<file path="config.mk">
export PLATFORM = sky130hd
export DESIGN_NAME = axilite_cfg_bridge
export DESIGN_NICKNAME = d
export VERILOG_FILES = /design/src/rtl/axilite_cfg_pkg.sv /design/src/rtl/axil_hold_reg.sv /design/src/rtl/axilite_cfg_bridge.sv
export SDC_FILE = /design/constraint.sdc
export NUM_CORES = 1
export LEC_CHECK = 0
export CAP_MARGIN = 5
export CORE_MARGIN = 2
export CORE_UTILIZATION = 49
export CTS_BUF_LIST = sky130_fd_sc_hd__clkbuf_2 sky130_fd_sc_hd__clkbuf_4 sky130_fd_sc_hd__clkbuf_8
export CTS_CLUSTER_SIZE = 24
export DETAILED_ROUTE_END_ITERATION = 6
export PLACE_DENSITY = 0.94
export REMOVE_ABC_BUFFERS = 1
export SYNTH_ARGS = -nofsm -noshare
export SYNTH_HDL_FRONTEND = slang
export SYNTH_HIERARCHICAL = 1
export SYNTH_SLANG_ARGS = --single-unit
</file>
<file path="constraint.sdc">
create_clock -name clk -period 3.36 [get_ports clk]
set_input_delay 0.336 -clock clk [delete_from_list [all_inputs] [get_ports clk]]
set_output_delay 0.336 -clock clk [all_outputs]
set_load 0.01 [all_outputs]
</file>
<file path="src/rtl/axilite_cfg_pkg.sv">
// Shared types and constants for the AXI-Lite to threshold-core config bridge.
package axilite_cfg_pkg;

    typedef enum logic [1:0] {
        OKAY   = 2'b00,
        SLVERR = 2'b10
    } resp_e;

    typedef enum logic [1:0] {
        IDLE    = 2'b00,
        RD_WAIT = 2'b01,
        B_RESP  = 2'b10,
        R_RESP  = 2'b11
    } state_e;

    localparam int WORD_SHIFT = 2;

endpackage

</file>
<file path="src/rtl/axil_hold_reg.sv">
// One-entry AXI channel holding register: accepts a beat when empty, keeps it
// until the bridge issues the transaction that consumes it.
module axil_hold_reg #(
    parameter int W = 16
) (
    input  logic         clk,
    input  logic         rst,
    input  logic         i_valid,
    output logic         o_ready,
    input  logic [W-1:0] i_data,
    output logic         o_held,
    output logic [W-1:0] o_data,
    input  logic         i_free
);

    logic         r_held;
    logic [W-1:0] r_data;

    assign o_ready = !r_held && !rst;
    assign o_held  = r_held;
    assign o_data  = r_data;

    always_ff @(posedge clk) begin
        if (rst) begin
            r_held <= 1'b0;
            r_data <= '0;
        end else if (i_free) begin
            r_held <= 1'b0;
        end else if (i_valid && o_ready) begin
            r_held <= 1'b1;
            r_data <= i_data;
        end
    end

endmodule

</file>
<file path="src/rtl/axilite_cfg_bridge.sv">
// AXI-Lite slave bridging host register accesses onto the thresholding core's
// single-cycle cfg port, one transaction at a time, with a bounded readback wait.
module axilite_cfg_bridge
    import axilite_cfg_pkg::*;
#(
    parameter int ADDR_BITS  = 16,
    parameter int CFG_A_BITS = 8,
    parameter int K          = 16,
    parameter int SIGN_EXT   = 1,
    parameter int RD_TIMEOUT = 64
) (
    input  logic                  clk,
    input  logic                  rst,
    input  logic                  s_awvalid,
    output logic                  s_awready,
    input  logic [ADDR_BITS-1:0]  s_awaddr,
    input  logic                  s_wvalid,
    output logic                  s_wready,
    input  logic [31:0]           s_wdata,
    input  logic [3:0]            s_wstrb,
    output logic                  s_bvalid,
    input  logic                  s_bready,
    output logic [1:0]            s_bresp,
    input  logic                  s_arvalid,
    output logic                  s_arready,
    input  logic [ADDR_BITS-1:0]  s_araddr,
    output logic                  s_rvalid,
    input  logic                  s_rready,
    output logic [31:0]           s_rdata,
    output logic [1:0]            s_rresp,
    output logic                  cfg_en,
    output logic                  cfg_we,
    output logic [CFG_A_BITS-1:0] cfg_a,
    output logic [K-1:0]          cfg_d,
    input  logic                  cfg_rack,
    input  logic [K-1:0]          cfg_q
);

    localparam int IDX_W = ADDR_BITS - WORD_SHIFT;
    localparam int CNT_W = (RD_TIMEOUT > 2) ? $clog2(RD_TIMEOUT) : 1;

    logic                 w_aw_held, w_w_held, w_ar_held;
    logic [ADDR_BITS-1:0] w_aw_addr, w_ar_addr;
    logic [K-1:0]         w_wdata;
    logic [IDX_W-1:0]     w_aw_idx, w_ar_idx;
    logic                 w_aw_ok, w_ar_ok;
    logic                 w_do_wr, w_do_rd;
    logic [31:0]          w_rack_ext;
    logic                 w_unused;

    state_e               r_state;
    logic                 r_wr_prio;
    logic [CNT_W-1:0]     r_cnt;
    logic                 r_bvalid, r_rvalid;
    resp_e                r_bresp, r_rresp;
    logic [31:0]          r_rdata;

    axil_hold_reg #(.W(ADDR_BITS)) u_aw (
        .clk(clk), .rst(rst), .i_valid(s_awvalid), .o_ready(s_awready),
        .i_data(s_awaddr), .o_held(w_aw_held), .o_data(w_aw_addr), .i_free(w_do_wr)
    );

    axil_hold_reg #(.W(K)) u_w (
        .clk(clk), .rst(rst), .i_valid(s_wvalid), .o_ready(s_wready),
        .i_data(s_wdata[K-1:0]), .o_held(w_w_held), .o_data(w_wdata), .i_free(w_do_wr)
    );

    axil_hold_reg #(.W(ADDR_BITS)) u_ar (
        .clk(clk), .rst(rst), .i_valid(s_arvalid), .o_ready(s_arready),
        .i_data(s_araddr), .o_held(w_ar_held), .o_data(w_ar_addr), .i_free(w_do_rd)
    );

    assign w_aw_idx = w_aw_addr[ADDR_BITS-1:WORD_SHIFT];
    assign w_ar_idx = w_ar_addr[ADDR_BITS-1:WORD_SHIFT];
    assign w_aw_ok  = (w_aw_idx >> CFG_A_BITS) == '0;
    assign w_ar_ok  = (w_ar_idx >> CFG_A_BITS) == '0;

    // Issue straight out of the holding registers so cfg_en lands the cycle
    // after the last handshake; round-robin only matters when both are ready.
    assign w_do_wr = !rst && (r_state == IDLE) && w_aw_held && w_w_held
                     && (!w_ar_held || r_wr_prio);
    assign w_do_rd = !rst && (r_state == IDLE) && w_ar_held && !w_do_wr;

    assign cfg_en = (w_do_wr && w_aw_ok) || (w_do_rd && w_ar_ok);
    assign cfg_we = w_do_wr && w_aw_ok;
    assign cfg_a  = (w_do_wr && w_aw_ok) ? w_aw_idx[CFG_A_BITS-1:0] :
                    (w_do_rd && w_ar_ok) ? w_ar_idx[CFG_A_BITS-1:0] : '0;
    assign cfg_d  = (w_do_wr && w_aw_ok) ? w_wdata : '0;

    for (genvar gi = 0; gi < 32; gi++) begin : g_ext
        if (gi < K) begin : g_data
            assign w_rack_ext[gi] = cfg_q[gi];
        end else begin : g_fill
            assign w_rack_ext[gi] = (SIGN_EXT != 0) ? cfg_q[K-1] : 1'b0;
        end
    end

    always_ff @(posedge clk) begin
        if (rst) begin
            r_state   <= IDLE;
            r_wr_prio <= 1'b1;
            r_cnt     <= '0;
            r_bvalid  <= 1'b0;
            r_bresp   <= OKAY;
            r_rvalid  <= 1'b0;
            r_rresp   <= OKAY;
            r_rdata   <= '0;
        end else begin
            case (r_state)
                IDLE: begin
                    if (w_do_wr) begin
                        r_wr_prio <= 1'b0;
                        r_bvalid  <= 1'b1;
                        r_bresp   <= w_aw_ok ? OKAY : SLVERR;
                        r_state   <= B_RESP;
                    end else if (w_do_rd) begin
                        r_wr_prio <= 1'b1;
                        if (w_ar_ok) begin
                            r_cnt   <= '0;
                            r_state <= RD_WAIT;
                        end else begin
                            r_rvalid <= 1'b1;
                            r_rresp  <= SLVERR;
                            r_rdata  <= '0;
                            r_state  <= R_RESP;
                        end
                    end
                end
                RD_WAIT: begin
                    // Rack is checked first so it wins on the expiry cycle.
                    if (cfg_rack) begin
                        r_rvalid <= 1'b1;
                        r_rresp  <= OKAY;
                        r_rdata  <= w_rack_ext;
                        r_state  <= R_RESP;
                    end else if (r_cnt == CNT_W'(RD_TIMEOUT - 1)) begin
                        r_rvalid <= 1'b1;
                        r_rresp  <= SLVERR;
                        r_rdata  <= '0;
                        r_state  <= R_RESP;
                    end else begin
                        r_cnt <= r_cnt + 1'b1;
                    end
                end
                B_RESP: begin
                    if (s_bready) begin
                        r_bvalid <= 1'b0;
                        r_state  <= IDLE;
                    end
                end
                R_RESP: begin
                    if (s_rready) begin
                        r_rvalid <= 1'b0;
                        r_state  <= IDLE;
                    end
                end
                default: r_state <= IDLE;
            endcase
        end
    end

    assign s_bvalid = r_bvalid;
    assign s_bresp  = r_bresp;
    assign s_rvalid = r_rvalid;
    assign s_rresp  = r_rresp;
    assign s_rdata  = r_rdata;

    assign w_unused = &{1'b0, s_wstrb, s_wdata, w_aw_addr[WORD_SHIFT-1:0],
                        w_ar_addr[WORD_SHIFT-1:0]};

endmodule

</file>
* Yosys cells after proc, flatten, opt, wreduce, memory -nomap -nowiden
Cells that the tools add are included.
** Storage, ports and cells
- Bits in registers :: 98
- Bits of input ports :: 92
- Word-level logic and storage cells :: 114
** Operators by class
- $add $sub $neg :: 1
- Equal/unequal tests :: 15
- Muxes and demuxes :: 42
- Bitwise logic cells :: 2
- Reductions and logical operators :: 40
** Operators with widths (number)
- two-way mux 32 bit :: 5
- one-hot mux 32 bit (2 select lines) :: 1
- two-way mux 6 bit :: 5
- zero test 14 bit :: 2
- two-way mux 2 bit :: 13
- inequality test 2 bit (second input constant) :: 9
- two-way mux 16 bit :: 1
- two-way mux 8 bit :: 2
- logical AND 1 bit :: 14
- one-hot mux 6 bit (2 select lines) :: 1
- AND reduction 6 bit :: 2
- two-way mux 1 bit :: 10
- AND reduction 2 bit :: 5
- one-hot mux 2 bit (4 select lines) :: 1
- adder 6 x 1 -> 6 bit (second input constant) :: 1
- == test 6 bit (second input constant) :: 1
- inequality test 3 bit (second input constant) :: 2
- nonzero test 2 bit :: 3
- zero test 1 bit :: 5
- AND reduction 5 bit :: 1
- == test 2 bit (second input constant) :: 2
- one-hot mux 2 bit (2 select lines) :: 1
- AND reduction 4 bit :: 1
- OR reduction 2 bit :: 2
- 8 further kinds :: 10

* Depth between registers and ports, before layout
- Depth after elaboration :: 10
- Gate-level depth with buffers :: 8

* Modules after synthesis
Netlist, hierarchy kept.
** Modules (own cells, without submodules)
- axil_hold_reg :: instances 3, cells an instance 74, area each 768.2 um^2, sequential area each 340.3 um^2
- axilite_cfg_bridge :: instances 1, cells an instance 186, area each 1690.4 um^2, sequential area each 580.6 um^2

* Least setup slack after synthesis
Ideal clock, no wire load.
- Path type :: reg2out
- Start :: reg r_state[1]
- End :: out cfg_d[10]
- Data arrival time :: 1.406 ns
- Required time :: 3.024 ns
- Slack :: 1.618 ns
- Stages on the path, launching flop included :: 7
- Buffers on the path :: 2
- Cell sequence :: dfxtp_1 > buf_4 > nor2_1 > nand4_2 > nor3_4 > buf_4 > and2_1
** On the way
- Word-level cells in the longest chain between the ends :: 7
** Ends and longest elaborated chain
- start: declaration :: RTL line axilite_cfg_bridge.sv:51 : state_e r_state;
- start signal: assignment :: RTL line axilite_cfg_bridge.sv:100 : r_state <= IDLE;
- start signal: assignment :: RTL line axilite_cfg_bridge.sv:115 : r_state <= B_RESP;
- start signal: assignment :: RTL line axilite_cfg_bridge.sv:120 : r_state <= RD_WAIT;
- zero test 2 bit :: RTL line axilite_cfg_bridge.sv:80 : assign w_do_wr = !rst && (r_state == IDLE) && w_aw_held && w_w_held
- logical AND 1 bit (3 in a row) :: RTL line axilite_cfg_bridge.sv:80
- logical AND 1 bit :: RTL line axilite_cfg_bridge.sv:81 : && (!w_ar_held || r_wr_prio);
- logical AND 1 bit
- via cfg_we :: RTL line axilite_cfg_bridge.sv:32 : output logic cfg_we,
- two-way mux 16 bit :: RTL line axilite_cfg_bridge.sv:88 : assign cfg_d = (w_do_wr && w_aw_ok) ? w_wdata : '0;
- end: declaration :: RTL line axilite_cfg_bridge.sv:34 : output logic [K-1:0] cfg_d,
The timed path passes the listed nets, and every way through them passes these cells.

* Worst setup path in the final report
- Start :: reg u_ar.r_data[11], in the netlist u_ar/o_data[11]
- End :: out cfg_a[4]
** On the way
- Word-level cells in the longest chain between the ends :: 4
** Ends and longest elaborated chain
- start: declaration :: RTL line axil_hold_reg.sv:17 : logic [W-1:0] r_data;
- start signal: assignment :: RTL line axil_hold_reg.sv:31 : r_data <= i_data;
- zero test 14 bit :: RTL line axilite_cfg_bridge.sv:76 : assign w_ar_ok = (w_ar_idx >> CFG_A_BITS) == '0;
- logical AND 1 bit :: RTL line axilite_cfg_bridge.sv:87 : (w_do_rd && w_ar_ok) ? w_ar_idx[CFG_A_BITS-1:0] : '0;
- two-way mux 8 bit :: RTL line axilite_cfg_bridge.sv:87
- two-way mux 8 bit :: RTL line axilite_cfg_bridge.sv:86 : assign cfg_a = (w_do_wr && w_aw_ok) ? w_aw_idx[CFG_A_BITS-1:0] :
- end: declaration :: RTL line axilite_cfg_bridge.sv:33 : output logic [CFG_A_BITS-1:0] cfg_a,
Every way passes these cells.

==> flow_metrics.env <==
export IMPL_cts_tree="done"
export IMPL_grt_busiest_layer="met2"
export IMPL_final_cells=605
export IMPL_synth_warnings=6
export IMPL_synthCells=392
export IMPL_p_leak_nw=2.02
export IMPL_final_setup_tns_ns=0
export IMPL_root_buffer="clkbuf_8"
export IMPL_fin_area_sq_mm=0.00525
export IMPL_max_cap_violations=0
export IMPL_r2r_cells=6
export IMPL_peakVddDrop_mv=0.336
export IMPL_critPathTopFamily="simple AND/OR/NAND/NOR gates"
export IMPL_gr_usage_met2_pct=40.0
export IMPL_fill_cells=588
export IMPL_dp_final_hpwl_mm=6.36
export IMPL_ctsHoldBuffers=0
export IMPL_place_inst=589
export IMPL_syn2layout_area_growth_pct=37.3
export IMPL_num_io_pins=159
export IMPL_hold_start="s_rresp[1]"
export IMPL_min_period_ns=2.87
export IMPL_vias=3149
export IMPL_finalSetupViolCount=0
export IMPL_critical_path_class="reg2out"
export IMPL_cts_sinks=76
export IMPL_cts_setup_buffers=0
export IMPL_r2r_start="r_state[1]"
export IMPL_grt_pass1_wl_mm=14.9
export IMPL_synth_area_per_cell_sq_um=9.76
export IMPL_fin_ws_ns=0.485
export IMPL_grt_util_met1_pct=24.0
export IMPL_overflow=0
export IMPL_numPortBuffers=132
export IMPL_fmaxAchievable_mhz=348
export IMPL_r2r_end="u_aw/o_data[14]"
export IMPL_dr_first_iter_drc_count=175
export IMPL_utilization_pct=68.7
export IMPL_dr_pass1_iters=4
export IMPL_nets=591
export IMPL_wl_mm=9.17
export IMPL_rsz0062_at_grt="false"
export IMPL_power_density_mw_per_mm2=439
export IMPL_grtUsageMet3_pct=6.83
export IMPL_grt_pass1_vias=3159
export IMPL_worst_pin_slew_ns=0.748
export IMPL_globalplace_congestion=0.809
export IMPL_post_drt_wl_per_cell_microns=15.2
export IMPL_status="completed"
export IMPL_arrival_ns=2.54
export IMPL_start_util_pct=50.0
export IMPL_fin_skew_ns=0.00816
export IMPL_slowest_stage="clkdlybuf4s50_1"
export IMPL_pre_cts_ws_ns=0.634
export IMPL_grt_usage_pct=21.9
export IMPL_finalCritPeriodShare_pct=85.6
export IMPL_worst_ep_required_time_ns=3.02
export IMPL_cp_num_buf_inv=1
export IMPL_holdPathEnd="s_rresp[1]"
export IMPL_worst_slew_margin_rel_pct=49.9
export IMPL_synth_area_sq_mm=0.00382
export IMPL_grt_max_degree=108
export IMPL_drc_errors=0
export IMPL_antenna_cells=0
export IMPL_hold_depth=2
export IMPL_slew_violations=0
export IMPL_fp_dieH_microns=92.4
export IMPL_clk_pin_slew_worst_paths_ns=0.08
export IMPL_cts_path_max_buffers=2
export IMPL_core_sq_mm=0.00765
export IMPL_postPlaceCellArea_sq_mm=0.00500
export IMPL_holdCritPathClass="reg2reg"
export IMPL_clock_latency_ns=0.35
export IMPL_critPathMaxFanout=9
export IMPL_die_area_sq_mm=0.00853
export IMPL_crit_chain="nor4_2, nand2_1, nor4_4, a22o_1, clkdlybuf4s50_1"
export IMPL_finalHoldViolCount=0
export IMPL_endpoint_kind="output pin"
export IMPL_htree_num_levels=3
export IMPL_start_kind="flop"
export IMPL_viasPerCell=5.20
export IMPL_die_w_microns=92.4
export IMPL_drtAntennaViolNets=0
export IMPL_reg2reg_slack_ns=1.00
export IMPL_num_rows=32
export IMPL_cts_resized=0
export IMPL_drive_above_1_share_pct=9.34
export IMPL_critPathMaxStageDelay_ns=0.54
export IMPL_cts_buffers=9
export IMPL_antenna_found_initial=0
-- cell usage in the layout (no fill, tap or decap), drive strengths merged, types with 12 or more instances in the layout --
| cell type | instances |
|---|---|
| a32o | 16 |
| mux2i | 44 |
| clkbuf | 12 |
| nor2 | 16 |
| and2 | 16 |
| nand2 | 13 |
| clkdlybuf4s50 | 131 |
| nand2b | 91 |
| dfxtp | 76 |
-- stage by stage --
stage | hold slack [ns] | total power, W
floorplan | 0.405 | 0.00123
global placement | 0.434 | 0.00143
detailed placement | 0.442 | 0.00145
CTS | 0.454 | 0.00232
global route | 0.477 | 0.00241
finish | 0.447 | 0.00231
-- power breakdown --
part / internal (W) / total [W] / switching, W
Sequential: 0.000964 / 0.00101 / 0.0000505
Clock: 0.000541 / 0.000874 / 0.000332
Combinational: 0.000229 / 0.000419 / 0.000190
-- per-layer routing --
metal  wire length, microns  vias to the layer above
li1                       -                     1540
met1                   3600                     1499
met2                   4910                       98
met3                    530                       12
met4                    138                        0
met5                      0                        -
-- final cells by class --
type,instances,area [sq um],area share (%)
multi-input combinational,266,1960,37.2
sequential,76,1520,29.0
timing repair buffer,139,1370,26.1
clock buffer,12,159,3.03
tap,102,128,2.43
clock inverter,4,95.1,1.81
inverter,6,22.5,0.429
-- sequential cells by signal (all words and copies together) (netlist names) --
signal	cells
u_aw/o_held	1
u_w/o_data	16
s_rvalid	1
u_ar/o_held	1
u_w/o_held	1
s_bvalid	1
u_ar/o_data	14
r_cnt	6
r_wr_prio	1
r_state	2
s_rresp	1
s_bresp	1
s_rdata	16
u_aw/o_data	14
-- worst min-delay path: stages (launching register included) --
cell,delay (ns)
dfxtp_1,0.31
inv_1,0.05
a21oi_1,0.05
-- worst max-delay path by stage --
stage                          from         endpoint  slack [ns]  depth (start not counted)
global route        u_ar/o_data[11]         cfg_a[0]        0.25                          5
CTS                 u_ar/o_data[11]         cfg_a[4]        0.43                          5
global placement                rst   u_aw/o_data[8]        0.77                          6
floorplan                r_state[0]    u_w/o_data[0]        1.06                          5
detailed placement              rst  u_aw/o_data[14]        0.63                          6
finish              u_ar/o_data[11]         cfg_a[4]        0.49                          5
No activity file was read; power rests on OpenSTA's default activity.
